File: src/rtl/cp0_pkg.sv
// ---------------------------------------------------------------------------
// cp0_pkg
// Shared definitions for the CP0 interrupt sequencer: sequencer state
// encoding, interrupt line / index widths, the "no line" index value and
// a fixed-priority selection helper.
// ---------------------------------------------------------------------------
package cp0_pkg;

    localparam int IRQ_W = 6;
    localparam int ID_W  = 3;

    localparam logic [ID_W-1:0] IRQ_ID_NONE = 3'd7;

    typedef enum logic [1:0] {
        ST_IDLE    = 2'd0,
        ST_REQ     = 2'd1,
        ST_SERVICE = 2'd2
    } state_e;

    // Index of the highest set bit; IRQ_ID_NONE when no bit is set.
    function automatic logic [ID_W-1:0] highest_idx(input logic [IRQ_W-1:0] v);
        logic [ID_W-1:0] r;
        r = IRQ_ID_NONE;
        for (int i = 0; i < IRQ_W; i++) begin
            if (v[i]) begin
                r = ID_W'(i);
            end
        end
        return r;
    endfunction

endpackage

File: src/rtl/sync_edge.sv
// ---------------------------------------------------------------------------
// sync_edge
// One-bit multi-flop synchronizer followed by a registered rising-edge
// detector. rise is a one-cycle pulse, registered.
// Ports:
//   clk  - clock
//   rst  - synchronous active-low reset
//   din  - raw asynchronous input
//   rise - registered one-cycle pulse on a synchronized 0->1 transition
// ---------------------------------------------------------------------------
module sync_edge #(
    parameter int SYNC_STAGES = 2
) (
    input  logic clk,
    input  logic rst,
    input  logic din,
    output logic rise
);

    logic [SYNC_STAGES-1:0] sync_r;
    logic                   prev_r;
    logic                   rise_r;

    // Synchronizer chain, previous-value flop and registered edge pulse.
    always_ff @(posedge clk) begin
        if (!rst) begin
            sync_r <= {SYNC_STAGES{1'b0}};
            prev_r <= 1'b0;
            rise_r <= 1'b0;
        end else begin
            sync_r <= {sync_r[SYNC_STAGES-2:0], din};
            prev_r <= sync_r[SYNC_STAGES-1];
            rise_r <= sync_r[SYNC_STAGES-1] & ~prev_r;
        end
    end

    assign rise = rise_r;

endmodule

File: src/rtl/interrupt_sequencer.sv
// ---------------------------------------------------------------------------
// interrupt_sequencer
// Collects rising edges on six asynchronous interrupt lines into a pending
// register and presents the highest-priority eligible line to CP0 as a
// one-hot request, then tracks the ack / ERET handshake.
// Ports:
//   clk, rst     - clock, synchronous active-low reset
//   irq_src[5:0] - raw asynchronous interrupt lines (rising edge significant)
//   im[5:0], ie  - per-line mask and global enable (1 = enabled)
//   exl          - exception in progress, blocks new requests
//   ack          - CPU took the interrupt (honoured only while requesting)
//   eoi          - ERET retired (honoured only while in service)
//   clr_err      - clears the sticky timeout flag
//   int_out[5:0] - registered one-hot request
//   irq_id[2:0]  - line being requested / serviced, 7 when idle
//   busy         - request or service in progress
//   pending[5:0] - pending edges (debug)
//   timeout_err  - sticky: a request was abandoned for lack of ack
// ---------------------------------------------------------------------------
module interrupt_sequencer
    import cp0_pkg::*;
#(
    parameter int SYNC_STAGES = 2,
    parameter int ACK_TIMEOUT = 64
) (
    input  logic             clk,
    input  logic             rst,
    input  logic [IRQ_W-1:0] irq_src,
    input  logic [IRQ_W-1:0] im,
    input  logic             ie,
    input  logic             exl,
    input  logic             ack,
    input  logic             eoi,
    input  logic             clr_err,
    output logic [IRQ_W-1:0] int_out,
    output logic [ID_W-1:0]  irq_id,
    output logic             busy,
    output logic [IRQ_W-1:0] pending,
    output logic             timeout_err
);

    // Last REQ cycle value of the counter: leaving on it gives ACK_TIMEOUT
    // cycles of asserted request.
    localparam logic [7:0] TO_LAST = 8'(ACK_TIMEOUT - 1);

    logic [IRQ_W-1:0] edge_s;
    logic [IRQ_W-1:0] view_s;
    logic [IRQ_W-1:0] elig_s;
    logic [IRQ_W-1:0] clr_mask_s;
    logic [IRQ_W-1:0] pending_s;
    logic [IRQ_W-1:0] int_out_s;
    logic [ID_W-1:0]  win_s;
    logic [ID_W-1:0]  irq_id_s;
    logic [7:0]       cnt_s;
    logic             err_set_s;
    logic             err_s;
    state_e           state_s;

    logic [IRQ_W-1:0] pending_r;
    logic [IRQ_W-1:0] int_out_r;
    logic [ID_W-1:0]  irq_id_r;
    logic [7:0]       cnt_r;
    logic             busy_r;
    logic             err_r;
    state_e           state_r;

    for (genvar g = 0; g < IRQ_W; g++) begin : g_sync
        sync_edge #(
            .SYNC_STAGES(SYNC_STAGES)
        ) u_sync_edge (
            .clk  (clk),
            .rst  (rst),
            .din  (irq_src[g]),
            .rise (edge_s[g])
        );
    end

    // An edge arriving this cycle already counts, so a fresh edge can be
    // requested on the same posedge that records it in pending.
    assign view_s = pending_r | edge_s;
    assign elig_s = view_s & im & {IRQ_W{ie & ~exl}};
    assign win_s  = highest_idx(elig_s);

    // Sequencer next-state, request outputs, pending clear and error update.
    always_comb begin
        state_s    = state_r;
        int_out_s  = int_out_r;
        irq_id_s   = irq_id_r;
        cnt_s      = cnt_r;
        clr_mask_s = {IRQ_W{1'b0}};
        err_set_s  = 1'b0;
        case (state_r)
            ST_IDLE: begin
                if (|elig_s) begin
                    state_s   = ST_REQ;
                    int_out_s = IRQ_W'(1'b1) << win_s;
                    irq_id_s  = win_s;
                    cnt_s     = 8'd0;
                end else begin
                    int_out_s = {IRQ_W{1'b0}};
                    irq_id_s  = IRQ_ID_NONE;
                end
            end
            ST_REQ: begin
                if (ack) begin
                    state_s    = ST_SERVICE;
                    int_out_s  = {IRQ_W{1'b0}};
                    clr_mask_s = IRQ_W'(1'b1) << irq_id_r;
                end else if (!elig_s[irq_id_r]) begin
                    state_s   = ST_IDLE;
                    int_out_s = {IRQ_W{1'b0}};
                    irq_id_s  = IRQ_ID_NONE;
                    cnt_s     = 8'd0;
                end else if (cnt_r >= TO_LAST) begin
                    state_s   = ST_IDLE;
                    int_out_s = {IRQ_W{1'b0}};
                    irq_id_s  = IRQ_ID_NONE;
                    err_set_s = 1'b1;
                end else begin
                    cnt_s = (cnt_r == 8'hFF) ? cnt_r : cnt_r + 8'd1;
                end
            end
            ST_SERVICE: begin
                if (eoi) begin
                    state_s  = ST_IDLE;
                    irq_id_s = IRQ_ID_NONE;
                end else begin
                    state_s = ST_SERVICE;
                end
            end
            default: begin
                state_s   = ST_IDLE;
                int_out_s = {IRQ_W{1'b0}};
                irq_id_s  = IRQ_ID_NONE;
                cnt_s     = 8'd0;
            end
        endcase

        // A new edge wins over the clear of the same bit.
        pending_s = (pending_r & ~clr_mask_s) | edge_s;

        // A timeout wins over a simultaneous clear request.
        if (err_set_s) begin
            err_s = 1'b1;
        end else if (clr_err) begin
            err_s = 1'b0;
        end else begin
            err_s = err_r;
        end
    end

    // State and output registers.
    always_ff @(posedge clk) begin
        if (!rst) begin
            state_r   <= ST_IDLE;
            int_out_r <= {IRQ_W{1'b0}};
            irq_id_r  <= IRQ_ID_NONE;
            cnt_r     <= 8'd0;
            busy_r    <= 1'b0;
            err_r     <= 1'b0;
            pending_r <= {IRQ_W{1'b0}};
        end else begin
            state_r   <= state_s;
            int_out_r <= int_out_s;
            irq_id_r  <= irq_id_s;
            cnt_r     <= cnt_s;
            busy_r    <= (state_s != ST_IDLE);
            err_r     <= err_s;
            pending_r <= pending_s;
        end
    end

    assign int_out     = int_out_r;
    assign irq_id      = irq_id_r;
    assign busy        = busy_r;
    assign pending     = pending_r;
    assign timeout_err = err_r;

endmodule

File: config.mk
export PLATFORM = sky130hd
export DESIGN_NAME = interrupt_sequencer
export DESIGN_NICKNAME = d
export VERILOG_FILES = /design/src/rtl/cp0_pkg.sv /design/src/rtl/sync_edge.sv /design/src/rtl/interrupt_sequencer.sv
export SDC_FILE = /design/constraint.sdc
export NUM_CORES = 1
export LEC_CHECK = 0
export CAP_MARGIN = 20
export CORE_MARGIN = 3
export CORE_UTILIZATION = 55
export CTS_CLUSTER_SIZE = 20
export DETAILED_ROUTE_END_ITERATION = 10
export GPL_TIMING_DRIVEN = 0
export PLACE_DENSITY = 0.91
export SLEW_MARGIN = 20
export SYNTH_ARGS = -nofsm -noshare
export SYNTH_HDL_FRONTEND = slang
export SYNTH_SLANG_ARGS = --single-unit
File: constraint.sdc
create_clock -name clk -period 2.5 [get_ports clk]
set_input_delay 0.5 -clock clk [delete_from_list [all_inputs] [get_ports clk]]
set_output_delay 0.5 -clock clk [all_outputs]
set_load 0.005 [all_outputs]
# After elaboration in Yosys (flattened, before gate mapping)
# Index checks and enable logic that the tools add are counted.
[totals] reg_bits=51 input_bits=19 output_inout_bits=17 wordCells=107
[classes] add_sub_neg=1 order_cmp=2 n_eq_ne=10 n_shift=2 n_mux=39 bitwise_logic=21 n_reduce_logical=7
[ops] cell="8-bit two-way mux" count=5
[ops] cell="6-bit two-way mux" count=6
[ops] cell="3-bit two-way mux" count=11
[ops] cell="8-bit case mux with 3 select lines" count=1
[ops] cell="6-bit AND" count=3
[ops] cell="6-bit case mux with 3 select lines" count=1
[ops] cell="6-bit OR" count=2
[ops] cell="1-bit by 3-bit << shifter with 6-bit output, first input constant" count=2
[ops] cell="2-bit two-way mux" count=5
[ops] cell="3-bit inequality test, second input constant" count=3
[ops] cell="3-bit case mux with 3 select lines" count=1
[ops] cell="8-bit by 1-bit adder with 8-bit output, second input constant" count=1
[ops] cell="8-bit == test, second input constant" count=1
[ops] cell="8-bit by 6-bit >= comparator with 1-bit output, second input constant" count=1
[ops] cell="1-bit NOT" count=8
[ops] cell="1-bit AND" count=7
[ops] cell="1-bit two-way mux" count=7
[ops] cell="2-bit inequality test, second input constant" count=3
[ops] cell="6-bit NOT" count=1
[ops] cell="2-bit case mux with 3 select lines" count=1
[ops] cell="6-bit OR reduction" count=1
[ops] cell="5-bit AND reduction" count=1
[ops] cell="3-bit by 4-bit < comparator with 1-bit output, second input constant" count=1
[ops] cell="4-bit inequality test, second input constant" count=1
[ops] cell="7 further kinds" count=8

# Longest topological paths before layout
[depth] word_depth=12 ltp_mapped=7 depth_no_buf=6

# Hierarchy
# A second synthesis with hierarchy kept.
[hier_totals] hier_cells=218 area_unflattened_um2=2088.3
[by_module_without_submodules] mod="interrupt_sequencer" instances=1 cells_each=170 area_per_inst_um2=1420.1 seq_area_each_um2=540.5
[by_module_without_submodules] mod="sync_edge" instances=6 cells_each=8 area_per_inst_um2=111.4 seq_area_each_um2=80.1

# Least setup slack after synthesis
# No wires, ideal clock.
[synth_path] kind="input -> register" from="input exl" to="register err_r, in the netlist timeout_err" setup_time_ps=71 arrival_ps=1760 setup_slack_ps=669 cell_stages=6 n_path_buf=0 path_cell_list="nand2b_4 -> nor3b_1 -> a22oi_2 -> and2_1 -> or4_1 -> a21oi_1"
[synth_via] elab_chain_len=9
[synth_lines] element="from (decl)" line="interrupt_sequencer.sv:31" source="input logic exl,"
[synth_lines] element="1-bit NOT *" line="interrupt_sequencer.sv:81" source="assign elig_s = view_s & im & {IRQ_W{ie & ~exl}};"
[synth_lines] element="1-bit AND *" line="interrupt_sequencer.sv:81"
[synth_lines] element="6-bit AND *" line="interrupt_sequencer.sv:81"
[synth_lines] element="1-bit binary-select mux with 3-bit select *" line="interrupt_sequencer.sv:109" source="end else if (!elig_s[irq_id_r]) begin"
[synth_lines] element="1-bit two-way mux (not written as such) *" line="interrupt_sequencer.sv:109"
[synth_lines] element="1-bit two-way mux *" line="interrupt_sequencer.sv:109"
[synth_lines] element="1-bit two-way mux *" line="interrupt_sequencer.sv:105" source="if (ack) begin"
[synth_lines] element="1-bit two-way mux *" line="interrupt_sequencer.sv:92" source="case (state_r)"
[synth_lines] element="1-bit two-way mux or 2-bit nonzero test (tied branches)"
[synth_lines] element="to (signal assigned)" line="interrupt_sequencer.sv:168" source="err_r <= err_s;"
[synth_lines] element="to (decl)" line="interrupt_sequencer.sv:64" source="logic err_r;"
# Every way passes the cells marked *; elsewhere a longest branch is shown, timed or not. The select of a mux whose other input is x is not followed.
# A chain may end at the register's enable or synchronous reset.

# Worst setup path after layout
[layout_path] from="input im[1]" to="register cnt_r[1]"
[layout_via] elab_chain_len=7
[layout_lines] element="from (decl)" line="interrupt_sequencer.sv:29" source="input logic [IRQ_W-1:0] im,"
[layout_lines] element="6-bit AND * (2 in a row)" line="interrupt_sequencer.sv:81"
[layout_lines] element="1-bit binary-select mux with 3-bit select" line="interrupt_sequencer.sv:109"
[layout_lines] element="1-bit two-way mux (not written as such)" line="interrupt_sequencer.sv:109"
[layout_lines] element="8-bit two-way mux" line="interrupt_sequencer.sv:109"
[layout_lines] element="8-bit two-way mux" line="interrupt_sequencer.sv:105"
[layout_lines] element="8-bit case mux with 3 select lines" line="interrupt_sequencer.sv:92"
[layout_lines] element="to (signal assigned)" line="interrupt_sequencer.sv:166" source="cnt_r <= cnt_s;"
[layout_lines] element="to (decl)" line="interrupt_sequencer.sv:62" source="logic [7:0] cnt_r;"
# Marks and branches as above.

==> run metrics <==
status=completed; Final setup viols=0; Post-Route Skew=between 5 and 6 ps; Clock Path Buffers=2; Total GRT Usage=0.205; Post-Synthesis Cells=around 220; largest net degree at the start of global routing=18; CTS root buf=clkbuf_4; # Post-CTS Setup Buffers=0; post-route cell area=2460 um2; Clk Latency, worst-skew pair=360 ps; synthesized area=roughly 2000 um2; Initial Util=0.584; fin crit period=between 2000 and 2500 ps; RSZ-0062 raised after global routing=false; Area Overhead vs Synth=23.4%; Slew @ Worst Pin=609 ps; Synthesized Nets=roughly 240; Clock Sinks=about 50; placed wire-length estimate=around 3.0 mm; CTS Buf Count=5; Die Wd=approximately 66 um; Die ar.=4390 um2; Yosys top cell by area=dfxtp_1; first-pass GRT wire length=just under 7 mm; CP Data Required Time=2810 ps; number of global-route vias before repair=approximately 1500; Cells after DPL=298; number of diodes=0; post-synthesis sequential area ratio=0.512; Hold WC Path Type=flop to flop; Worst Path Arrival=roughly 2500 ps; # port buffers=35; Crit Path Class=input port to flop; initial antenna violation count=0; DRC violations left=0; Period Utilization, post-route=0.867; top-area cell type share of the netlist area=0.512; fin. max-slew vios=0; Die H=~66 um; Max Cap Violations=0; Top FF cell, synth=dfxtp_1; vias per inst=between 5 and 6; fin cells=306; fraction of layout cells with a size suffix above 1=0.0731; most numerous cell in the Yosys netlist=dfxtp_1; Hold-fix buffers, CTS=0; Fin. Hold Viols=0; Commonest cells post-synth=51 x dfxtp_1, 21 x nor2_1, 19 x and2_1; Final #Nets=279; Seq cells post-synth=51; Iter 0 DRT Violations=roughly 190; Peak VDD IR=between 0.0005 and 0.0006 V; htree depth=2; Synth cell types=42; P_leak=0.965 nW; PwrDens=about 540 nW/um2; fmax=between 400 and 500 MHz; Clk pin slew, worst setup/hold paths=140 ps; drt pass-1 iters=4; grt total ovfl=0; asr flop ratio synth=0; ANT nets after route=0; Avg WL per Cell=13.3 um; Crit Path Max Fanout=7; FP Rows=21; vias=about 1700; CTS tree=yes; Ports=36; relative slew slack=0.591; cts repair resizes=0; Placeable Area=3420 um2; mean post-synth cell area=9.20 um2; synth top area cells=dfxtp_1 51%, and2_1 6.0%, o21ai_0 4.0%, nor2_1 3.9%, a21oi_1 3.8%; number of flops mapped to enable cells by yosys=0; final WL=4.08 mm; Placed Area=2400 um2; Total Power=1.33 mW; Worst setup SP type=input port; gpl congestion=0.927; Critical Path Sink Type=flop; Syn. warnings=0
## cells by family (layout without fill, tap and decap cells)
logic type,Yosys count,after routing,share of synthesized area
compound gates,58,58,0.192
fa+ha+maj,1,1,0.00627
buf+inv,12,55,0.0232
flops,51,51,0.512
mux,4,4,0.0207
simple gates,91,91,0.246
## stage by stage
stage,worst slack [ps],TNS [ps],util,hold WS [ps]
2_1_floorplan,669,0,-,367
3_3_place_gp,19.1,0,0.704,369
3_5_place_dp,-10.2,-10.2,0.704,373
4_1_cts,365,0,0.721,393
5_1_grt,244,0,0.721,406
6_report,333,0,0.721,393
## layout make-up
class | instances | area, um2
Buffer | 5 | 20.0
Multi-Input combinational cell | 154 | 928
Inverter | 7 | 26.3
Sequential cell | 51 | 1020
Tap cell | 46 | 57.6
Timing Repair Buffer | 35 | 350
Clock inverter | 3 | 22.5
Clock buffer | 5 | 37.5
Fill cell | 280 | 952
## per-layer routing
metal  vias up  wire length [um]  track usage
li1        859                 -            -
met3         6               259       0.0578
met1       803              1870        0.265
met2        55              1910        0.331
met4         0                39       0.0609
met5         -                 0            0
## where the power goes
group	switching [mW]	internal [mW]
Sequential	0.00955	0.833
Combinational	0.0514	0.0577
Clock	0.262	0.116
Total	0.323	1.01
## registers in the layout (all words and copies together) (netlist names)
register,cells
busy,1
cnt_r,8
g_sync.u_sync_edge.prev_r,6
g_sync.u_sync_edge.rise,6
g_sync.u_sync_edge.sync_r,12
int_out,6
irq_id,3
pending,6
state_r,2
timeout_err,1
## final timing paths
path	cells after the start	endpoint	from	slack (ps)
max	7	cnt_r[1]	im[1]	330
min	1	g_sync[2].u_sync_edge.rise	g_sync[2].u_sync_edge.prev_r	390
max reg2reg	6	int_out[2]	cnt_r[0]	440
min reg2reg	1	g_sync[2].u_sync_edge.rise	g_sync[2].u_sync_edge.prev_r	390
## cell usage in the layout, fill, tap and decap left out, types with 4 or more instances in the layout
cell type        count
a21oi_1             15
a22o_1               5
and2_1              19
and3_1               5
clkbuf_1             4
clkbuf_4             5
clkdlybuf4s50_1     35
dfxtp_1             51
inv_1                6
nand2_1             10
nand3_1              9
nor2_1              21
nor2b_1              8
nor3_1               5
o21a_1               4
o21ai_0             16
## critical path, stage by stage
cell             delay, ps
clkdlybuf4s50_1        500
o21ai_0                160
mux2i_1                250
nand2_1                150
a211o_2                420
a21oi_2                280
a32o_1                 220
(Power assumes the default switching activity.)
